File: src/rtl/lsu_sram_bridge.sv
// Load/store bridge between the execute stage and a byte-strobed data SRAM port.
// One access in flight; handles lane placement, extension and misalignment errors.
module lsu_sram_bridge #(
   parameter int DATA_W = 32,
   parameter int ADDR_W = 32
) (
   input  logic                clk,
   input  logic                reset,
   input  logic                req_valid,
   output logic                req_ready,
   input  logic                req_we,
   input  logic [1:0]          req_size,
   input  logic                req_unsigned,
   input  logic [ADDR_W-1:0]   req_addr,
   input  logic [DATA_W-1:0]   req_wdata,
   input  logic [4:0]          req_rd,
   output logic                resp_valid,
   input  logic                resp_ready,
   output logic [DATA_W-1:0]   resp_rdata,
   output logic [4:0]          resp_rd,
   output logic                resp_ale,
   output logic                mem_req,
   output logic                mem_we,
   output logic [DATA_W/8-1:0] mem_wstrb,
   output logic [ADDR_W-1:0]   mem_addr,
   output logic [DATA_W-1:0]   mem_wdata,
   input  logic                mem_addr_ok,
   input  logic                mem_data_ok,
   input  logic [DATA_W-1:0]   mem_rdata
);

   localparam int STRB_W = DATA_W / 8;
   localparam int OFF_W  = $clog2(STRB_W);

   typedef enum logic [1:0] {IDLE, ADDR, DATA, RESP} state_t;

   state_t              state_q, state_d;
   logic                we_q, we_d;
   logic [1:0]          size_q, size_d;
   logic                uns_q, uns_d;
   logic [OFF_W-1:0]    off_q, off_d;
   logic [4:0]          rd_q, rd_d;
   logic [ADDR_W-1:0]   addr_q, addr_d;
   logic [DATA_W-1:0]   wdata_q, wdata_d;
   logic [STRB_W-1:0]   wstrb_q, wstrb_d;
   logic [DATA_W-1:0]   rdata_q, rdata_d;
   logic                ale_q, ale_d;

   logic [OFF_W-1:0]    req_off;
   logic                misaligned;
   logic [STRB_W-1:0]   acc_strb;
   logic [DATA_W-1:0]   acc_wdata;
   logic [DATA_W-1:0]   shifted;
   logic [DATA_W-1:0]   load_mask;
   logic                load_sign;
   logic [DATA_W-1:0]   load_val;

   // Request decode: alignment, byte strobes and lane-replicated store data.
   always_comb begin
      req_off    = req_addr[OFF_W-1:0];
      misaligned = 1'b0;
      acc_strb   = '1;
      acc_wdata  = req_wdata;
      case (req_size)
         2'd0: begin
            acc_strb  = STRB_W'(1) << req_off;
            acc_wdata = {STRB_W{req_wdata[7:0]}};
         end
         2'd1: begin
            misaligned = req_addr[0];
            acc_strb   = STRB_W'(3) << req_off;
            acc_wdata  = {(DATA_W/16){req_wdata[15:0]}};
         end
         2'd2: begin
            misaligned = |req_addr[1:0];
            acc_strb   = STRB_W'(15) << req_off;
            acc_wdata  = {(DATA_W/32){req_wdata[31:0]}};
         end
         default: begin
            misaligned = (DATA_W == 32) || (|req_addr[2:0]);
         end
      endcase
   end

   // Load path: bring the addressed lane down to bit 0, then mask and extend.
   always_comb begin
      shifted   = mem_rdata >> {off_q, 3'b000};
      load_mask = '1;
      load_sign = 1'b0;
      case (size_q)
         2'd0: begin
            load_mask = DATA_W'(8'hFF);
            load_sign = shifted[7];
         end
         2'd1: begin
            load_mask = DATA_W'(16'hFFFF);
            load_sign = shifted[15];
         end
         2'd2: begin
            load_mask = DATA_W'(32'hFFFF_FFFF);
            load_sign = shifted[31];
         end
         default: ;
      endcase
      load_val = (shifted & load_mask) | ((load_sign && !uns_q) ? ~load_mask : '0);
   end

   always_comb begin
      state_d = state_q;
      we_d    = we_q;
      size_d  = size_q;
      uns_d   = uns_q;
      off_d   = off_q;
      rd_d    = rd_q;
      addr_d  = addr_q;
      wdata_d = wdata_q;
      wstrb_d = wstrb_q;
      rdata_d = rdata_q;
      ale_d   = ale_q;
      case (state_q)
         IDLE: begin
            if (req_valid) begin
               we_d    = req_we;
               size_d  = req_size;
               uns_d   = req_unsigned;
               off_d   = req_off;
               rd_d    = req_rd;
               addr_d  = {req_addr[ADDR_W-1:OFF_W], {OFF_W{1'b0}}};
               wdata_d = acc_wdata;
               wstrb_d = req_we ? acc_strb : '0;
               rdata_d = '0;
               ale_d   = misaligned;
               state_d = misaligned ? RESP : ADDR;
            end
         end
         ADDR: begin
            if (mem_addr_ok) state_d = DATA;
         end
         DATA: begin
            if (mem_data_ok) begin
               rdata_d = we_q ? '0 : load_val;
               state_d = RESP;
            end
         end
         default: begin
            if (resp_ready) state_d = IDLE;
         end
      endcase
   end

   always_ff @(posedge clk) begin
      if (reset) begin
         state_q <= IDLE;
         we_q    <= 1'b0;
         size_q  <= 2'd0;
         uns_q   <= 1'b0;
         off_q   <= '0;
         rd_q    <= 5'd0;
         addr_q  <= '0;
         wdata_q <= '0;
         wstrb_q <= '0;
         rdata_q <= '0;
         ale_q   <= 1'b0;
      end else begin
         state_q <= state_d;
         we_q    <= we_d;
         size_q  <= size_d;
         uns_q   <= uns_d;
         off_q   <= off_d;
         rd_q    <= rd_d;
         addr_q  <= addr_d;
         wdata_q <= wdata_d;
         wstrb_q <= wstrb_d;
         rdata_q <= rdata_d;
         ale_q   <= ale_d;
      end
   end

   assign req_ready  = (state_q == IDLE);
   assign mem_req    = (state_q == ADDR);
   assign mem_we     = mem_req & we_q;
   assign mem_wstrb  = mem_req ? wstrb_q : '0;
   assign mem_addr   = addr_q;
   assign mem_wdata  = wdata_q;
   assign resp_valid = (state_q == RESP);
   assign resp_rdata = rdata_q;
   assign resp_rd    = rd_q;
   assign resp_ale   = ale_q;

endmodule

File: config.mk
export PLATFORM = sky130hd
export DESIGN_NAME = lsu_sram_bridge
export DESIGN_NICKNAME = d
export VERILOG_FILES = /design/src/rtl/lsu_sram_bridge.sv
export SDC_FILE = /design/constraint.sdc
export NUM_CORES = 1
export LEC_CHECK = 0
export CORE_AREA = 2 2 88 133
export DETAILED_ROUTE_END_ITERATION = 6
export DIE_AREA = 0 0 90 135
export PLACE_DENSITY = 0.85
export SYNTH_ARGS = -nofsm -noshare
export SYNTH_HDL_FRONTEND = slang
export SYNTH_SLANG_ARGS = --single-unit
File: constraint.sdc
create_clock -name clk -period 4.05 [get_ports clk]
set_clock_uncertainty 0.2 [all_clocks]
set_input_delay 0.6075 -clock clk [delete_from_list [all_inputs] [get_ports clk]]
set_output_delay 0.6075 -clock clk [all_outputs]
set_load 0.03 [all_outputs]
* Word-level counts from Yosys, hierarchy flattened
Cells that the tools add are included.
** Cells by class
- Equality and inequality tests :: 10
- Shift-type cells :: 4
- Multiplexer cells :: 18
- Bitwise logic cells :: 4
- Reduce and logical (&&, ||, !) cells :: 11
** Operator list (number)
- $pmux 32 s2 :: 3
- $mux 32 :: 4
- $and 32x32->32 :: 1
- $not 32->32 :: 1
- $or 32x32->32 :: 1
- $shr 32x5->32 :: 1
- $pmux 4 s3 :: 1
- $mux 2 :: 5
- $eq 2x2->1 const B :: 4
- $mux 4 :: 2
- $eq 2x1->1 const B :: 3
- $logic_not 2->1 :: 3
- $pmux 1 s3 :: 2
- $pmux 2 s3 :: 1
- $ne 2x2->1 const B :: 2
- $reduce_and 4->1 :: 1
- $reduce_bool 4->1 :: 1
- $shl 1x2->4 const A :: 1
- $shl 2x2->4 const A :: 1
- $shl 4x2->4 const A :: 1
- $reduce_and 3->1 :: 1
- $ne 2x1->1 const B :: 1
- $reduce_and 2->1 :: 1
- $reduce_bool 2->1 :: 1
- 4 further kinds :: 4
** Word-level totals
- Register bits :: 112
- Bits of input ports :: 111
- Output and inout bits :: 110
- Word-level logic and storage cells :: 58

* Longest topological paths before layout
Gate-level depths: netlist of run 1.
- Word-level depth :: 8
- Mapped depth :: 8
- Depth with buffers taken out :: 6

* Worst setup path before layout of run 1
Ideal clock, no wire load.
- Path type :: register -> register
- Start :: reg state_q[0]
- End :: reg rdata_q[29] (netlist: resp_rdata[29])
- Library setup time :: 0.122 ns
- Data arrival time :: 1.914 ns
- Required time :: 3.728 ns
- Path slack :: 1.814 ns
- Cell stages (with the launch flop) :: 9
- Path buffers :: 2
- Period minus slack after synthesis :: 2.236 ns
- Path through :: dfxtp_1 -> inv_1 -> ha_1 -> nor2_1 -> nand3b_4 -> and2_1 -> clkbuf_1 -> buf_2 -> a221o_1
** On the way
- Word-level cells in the longest chain between the ends :: 3
- Elaborated cells between the ends (all ways) :: 7
- Classes of those cells :: eq/ne (3); mux (1); reduce/logical (3)
** Ends and longest elaborated chain
- from (decl) :: RTL line 37 : state_t state_q, state_d;
- from (signal assigned) :: RTL line 165 : state_q <= state_d;
- $logic_not 2->1 (*)
- via req_ready :: RTL line 10 : output logic req_ready,
- $ne 2x2->1 (no line) or $reduce_bool 2->1 (tied branches)
- $reduce_and 3->1 (no line)
- to (signal assigned) :: RTL line 174 : rdata_q <= rdata_d;
- to (decl) :: RTL line 46 : logic [DATA_W-1:0] rdata_q, rdata_d;
Mark *: on every way through the listed nets, which the timed path passes. The rest lies on a longest branch.
A chain may end at the register's enable or synchronous reset.

* Final worst setup path of run 1
- Start :: reg state_q[1]
- End :: out mem_we
** On the way
- Word-level cells in the longest chain between the ends :: 2
** Ends and longest elaborated chain
- $eq 2x1->1 :: RTL line 180 : assign mem_req = (state_q == ADDR);
- $and 1x1->1 :: RTL line 181 : assign mem_we = mem_req & we_q;
- to (decl) :: RTL line 23 : output logic mem_we,
No other way between the ends.

==> flow_summary_export.csv, run 1 <==
group,metric,value,unit
run_status,status,"completed",
critical_path,crit_path_start,"state_q[1]",
logic_synthesis,synth_edf_count,0,
finish,num-fill-cells,874,
critical_path,rr_startpoint,"off_q[1]",
finish,finalNonFillerCells,893,
placement,dp_hpwl,12100,um
critical_path,r2r-end,"resp_rdata[22]",
clock_network,cts_sinks,112,
route,drtPass1Iterations,5,
grt,track_usage,26.4,%
logic_synthesis,synthFlopType,"dfxtp_1",
grt,grt_overflow,0,
route,drt_iter0_markers,227,
floorplanning,ios,221,
floorplanning,die-width,90,um
critical_path,rrSetupSlack,1.37,ns
logic_synthesis,synth.top_cells.by_area,"dfxtp_1 46%, nand2_1 9.3%, a21oi_1 8.3%, a221o_1 3.3%, o21ai_0 3.3%",
route,via_count,4967,
floorplanning,start_util,44.4,%
clock_network,post_cts_resized,0,
sta,setup_violations,0,
sta,fin_crit_sh,66.6,%
logic_synthesis,synth_top_cell_by_area,"dfxtp_1",
sta,max_freq,371,MHz
logic_synthesis,syn_inst,549,
logic_synthesis,ys.warnings.count,0,
clock_network,numCtsBuffers,9,
route,ant_nets,0,
sta,rsz0062_at_grt,"false",
grt,antenna_found_initial,1,
floorplanning,core_area,10900,um^2
grt,grt_pass1_wl,25600,um
grt,grt_pass1_vias,4910,
finish,final_layout_size_suffix_gt1_share,5.64,%
finish,area_growth,51.6,%
logic_synthesis,ys_ff_latch,112,
clock_network,clock_path_buffers,2,
critical_path,worstPathRequired,3.24,ns
route,remaining_drc_errors,0,
clock_network,cts_tree,"built",
logic_synthesis,yosysUniqueCellTypes,43,
logic_synthesis,syn_area,4860,um^2
sta,finalMaxSlewViolations,0,
placement,dp_cells,876,
clock_network,cts.reportedPaths.clkPinSlew,0.07,ns
critical_path,arrival,1.89,ns
clock_network,htree_levels,3,
critical_path,endpoint,"mem_we",
placement,io_buffers,218,
clock_network,cts_setup_buffers,0,
finish,stdcell_area,7360,um^2
floorplanning,rows,47,
pwr,cellPowerDensity,554,nW/um^2
logic_synthesis,synthTopCellsByCount,"120 x nand2_1, 112 x dfxtp_1, 81 x a21oi_1",
critical_path,setup.worst_path.end_class,"output port",
sta,fin_crit,2.70,ns
sta,hold_viol,0,
placement,placed_cell_area,7060,um^2
critical_path,r2r_cells,4,
sta,tns,0,ns
finish,final_nets,859,
hold_path,whs_path_depth,2,
logic_synthesis,avgSynthCellArea,8.85,um^2
logic_synthesis,async_flop_share,0,%
critical_path,crit_type,"reg2out",
grt,grt_max_degree,73,
route,avgRoutedWirePerCell,18.2,um
run,maxCapViolCount,0,
clock_network,root_buffer,"clkbuf_16",
route,drt-total-wl,16300,um
logic_synthesis,synth-seq-area-share,46.2,%
placement,gp_congestion,0.925,
pwr,peakVddDrop,0.000308,V
clock_network,hold_buffers,0,
floorplanning,die_h,135,um
sta,worstMarginPinSlew,0.894,ns
pwr,p_leak,2.69,nW
logic_synthesis,synth_top_area_share,46.2,%
hold_path,hold_path.class,"reg2reg",
route,viasPerCell,5.56,
critical_path,worstPathMaxFanout,7,
clock_network,insertion_delay,0.33,ns
floorplanning,die_area,12200,um^2
critical_path,start_kind,"flop",
logic_synthesis,synth.most_common_cell,"nand2_1",
sta,maxSlewHeadroom,40.4,%
sta,holdWs,0.254,ns
[final cells by class]
class	count	area, um^2	share of cell area, %
Clock inverter	4	53.8	0.731
Timing Repair Buffer	223	2210	30.1
Sequential cell	112	2240	30.5
Inverter	7	26.3	0.357
Tap cell	147	184	2.50
Antenna cell	1	2.50	0.0340
Multi-Input combinational cell	387	2390	32.5
Clock buffer	12	246	3.35
[critical path, cell delays in order, from the launching register on]
cell,delay [ns]
dfxtp_1,0.34
inv_1,0.09
ha_1,0.27
and2_1,0.18
clkdlybuf4s50_1,0.68
[routing by layer]
layer	GRT usage, %	share of wire, %	up-vias
li1	-	-	2315
met1	26.9	35	2306
met2	48.5	52	301
met3	8.26	9.7	45
met4	12.8	3.8	0
met5	0	0	-
[where the power goes]
group	switching [mW]	total, mW	internal, mW
Sequential	0.138	1.45	1.31
Combinational	1.03	1.73	0.700
Clock	0.395	0.894	0.499
Total	1.56	4.08	2.51
[layout by cell type, fill, tap and decap left out, types with 5 or more instances in the layout]
cell type        netlist  layout
mux2i_1                8       8
mux2_2                 8       8
nor2_1                29      29
a221oi_1               8       8
clkbuf_16              0       9
and2_1                 7       6
a22o_1                 7       7
ha_1                   8       8
dfxtp_1              112     112
a21oi_1               81      81
nand2_1              120     119
nand2b_1              12      12
buf_4                  2       5
clkdlybuf4s50_1        0     217
o21ai_0               32      32
inv_1                  7       7
a311oi_1               9       9
a22oi_1                8       8
a221o_1               16      16
mux4_1                 5       5
[flip-flops by register name, summed over array words and instances, names as in the netlist, 2 cells and up]
name / cells
mem_addr: 30
off_q: 2
state_q: 2
size_q: 2
wstrb_q: 4
mem_wdata: 32
resp_rdata: 32
resp_rd: 5
[cells by family (layout without fill, tap and decap cells)]
logic type      count (synthesis)  after routing  synth area share [%]
flops                         112            112                  46.2
simple gates                  183            183                  16.9
mux                            25             25                  7.91
fa+ha+maj                       8              8                  2.06
compound gates                169            169                  22.1
buf+inv                        51            246                  4.74
other cells                     1              3                0.0772
[stage by stage]
stage               utilization, %  power [mW]  worst slack (ns)
finish                        67.3        4.08              1.35
global route                  67.3        4.27              1.24
CTS                           67.3        4.09              1.34
detailed placement            64.5        3.20              1.11
global placement              64.5        3.14              1.23
floorplan                        -        2.51              1.81
[how the worst min path moves through the flow]
stage                   end          from
2_1_floorplan    wstrb_q[0]    wstrb_q[0]
3_3_place_gp     wstrb_q[0]    wstrb_q[0]
3_5_place_dp     wstrb_q[1]    wstrb_q[1]
4_1_cts          wstrb_q[2]    wstrb_q[2]
5_1_grt         mem_addr[7]   mem_addr[7]
6_report       mem_addr[21]  mem_addr[21]
(Power assumes the default switching activity.)
==> inputs of run 2 (changes only) <==
==> config.mk (replaced) <==
export PLATFORM = sky130hd
export DESIGN_NAME = lsu_sram_bridge
export DESIGN_NICKNAME = d
export VERILOG_FILES = /design/src/rtl/lsu_sram_bridge.sv
export SDC_FILE = /design/constraint.sdc
export NUM_CORES = 1
export LEC_CHECK = 0
export CORE_AREA = 2 2 96 144
export DETAILED_ROUTE_END_ITERATION = 6
export DIE_AREA = 0 0 98 146
export PLACE_DENSITY = 0.77
export SYNTH_ARGS = -nofsm -noshare
export SYNTH_HDL_FRONTEND = slang
export SYNTH_SLANG_ARGS = --single-unit
==> constraint.sdc (replaced) <==
create_clock -name clk -period 2.29 [get_ports clk]
set_clock_uncertainty 0.2 [all_clocks]
set_input_delay 0.3435 -clock clk [delete_from_list [all_inputs] [get_ports clk]]
set_output_delay 0.3435 -clock clk [all_outputs]
set_load 0.03 [all_outputs]
==> flow_summary_export.csv, run 2 (synthesized netlist as in run 1, its figures left out) <==
group,metric,value,unit
run_status,status,"completed",
critical_path,setup.worst_path.end_class,"output port",
finish,final_layout_size_suffix_gt1_share,9.10,%
floorplanning,rows,51,
sta,fin_crit_sh,96.0,%
finish,stdcell_area,7630,um^2
critical_path,worstPathMaxFanout,4,
grt,grt_pass1_vias,4895,
grt,grt_overflow,0,
hold_path,whs_path_depth,2,
grt,grt_max_degree,73,
finish,layout_commonest_cell,"clkdlybuf4s50_1",
floorplanning,die_h,146,um
finish,area_growth,57.2,%
finish,seq_area,2240,um^2
sta,rsz0062_at_grt,"false",
clock_network,numCtsBuffers,9,
finish,finalNonFillerCells,929,
placement,dp_hpwl,12300,um
sta,max_freq,455,MHz
sta,hold_viol,0,
clock_network,root_buffer,"clkbuf_16",
finish,final_nets,884,
pwr,peakVddDrop,0.000546,V
route,drt_iter0_markers,170,
route,avgRoutedWirePerCell,17.3,um
sta,finalMaxSlewViolations,0,
sta,worstMarginPinSlew,0.743,ns
finish,final_util,58.9,%
placement,io_buffers,218,
clock_network,cts_tree,"built",
critical_path,worstPathRequired,1.75,ns
route,remaining_drc_errors,0,
critical_path,start_kind,"flop",
critical_path,crit_path_start,"state_q[0]",
hold_path,hold_path.class,"reg2reg",
floorplanning,ios,221,
route,drtPass1Iterations,4,
clock_network,cts_sinks,112,
route,ant_nets,0,
clock_network,cts.reportedPaths.clkPinSlew,0.08,ns
clock_network,hold_buffers,0,
clock_network,clock_path_buffers,2,
critical_path,r2r_cells,7,
floorplanning,start_util,37.5,%
route,drt-total-wl,16000,um
placement,dp_cells,912,
hold_path,min_from,"mem_addr[31]",
route,via_count,4941,
grt,track_usage,21.6,%
sta,maxSlewHeadroom,50.5,%
finish,final_cell_mix,"210 x clkdlybuf4s50_1, 119 x nand2_1, 112 x dfxtp_1",
run,maxCapViolCount,0,
sta,setup_violations,0,
pwr,cellPowerDensity,971,nW/um^2
finish,num-fill-cells,1129,
floorplanning,core_area,13000,um^2
clock_network,insertion_delay,0.34,ns
grt,grt_pass1_wl,25100,um
critical_path,arrival,1.65,ns
pwr,p_leak,2.87,nW
clock_network,htree_levels,3,
floorplanning,die_area,14300,um^2
critical_path,rr_startpoint,"state_q[0]",
route,viasPerCell,5.32,
sta,tns,0,ns
floorplanning,die-width,98,um
grt,antenna_found_initial,1,
critical_path,crit_type,"reg2out",
placement,gp_congestion,0.900,
finish,multi_input_area,2400,um^2
sta,fin_crit,2.20,ns
placement,placed_cell_area,7300,um^2
## run 2: cell count changes in the layout (fill, tap and decap cells not counted), sizes merged
| cell | change |
|---|---|
| clkdlybuf4s50 | -7 |
| inv | +1 |
| clkinv | +2 |
| dlygate4sd2 | +7 |
| clkinvlp | -2 |
| clkbuf | -2 |
| buf | +25 |
## run 2: final timing paths
path | endpoint | slack [ns]
setup / recovery | resp_valid | 0.09
hold / removal | mem_addr[31] | 0.25
hold reg to reg | mem_addr[31] | 0.25
setup reg to reg | resp_rdata[16] | 0.16
## run 2: layer usage
| metal | part of all wire (%) | up-vias | GRT usage (%) |
|---|---|---|---|
| met1 | 36 | 2326 | 23.1 |
| li1 | - | 2372 | - |
| met2 | 53 | 220 | 40.0 |
| met4 | 2.7 | 0 | 7.71 |
| met5 | 0 | - | 0 |
| met3 | 8.2 | 23 | 5.81 |
## run 2: metrics by stage
step | hold WS, ns | setup slack [ns] | power, mW
floorplan | 0.227 | 0.0538 | 4.43
detailed placement | 0.240 | -0.131 | 5.86
CTS | 0.256 | 0.0295 | 7.47
global placement | 0.234 | -0.00836 | 5.77
global route | 0.281 | 0.00712 | 7.78
finish | 0.254 | 0.0925 | 7.42
## run 2: repair_timing
| item | CTS | global route |
|---|---|---|
| setup endpoints to repair | 23 | 23 |
| setup buffers | 1 | 0 |
| gates resized for setup | 7 | 3 |
| pin swaps | 1 | 0 |
## run 2: layout make-up
type                            count  share of cell area, %
Sequential cell                   112                   29.4
Tap cell                          159                   2.61
Antenna cell                        1                 0.0328
Clock buffer                       10                   3.13
Clock inverter                      5                  0.852
Inverter                            7                  0.344
Timing Repair Buffer              248                   32.2
Multi-Input combinational cell    387                   31.5
## run 2: power by group
part           leakage, nW  internal (mW)  switching (mW)  total (mW)
clock network        0.149          0.884           0.727        1.61
logic                 1.81           1.38            1.88        3.26
registers            0.916           2.32           0.221        2.54
total                 2.87           4.59            2.83        7.42
## run 2: critical path, cell delays in order (launching register included)
cell,delay [ns]
dfxtp_1,0.40
ha_1,0.23
clkdlybuf4s50_1,0.68
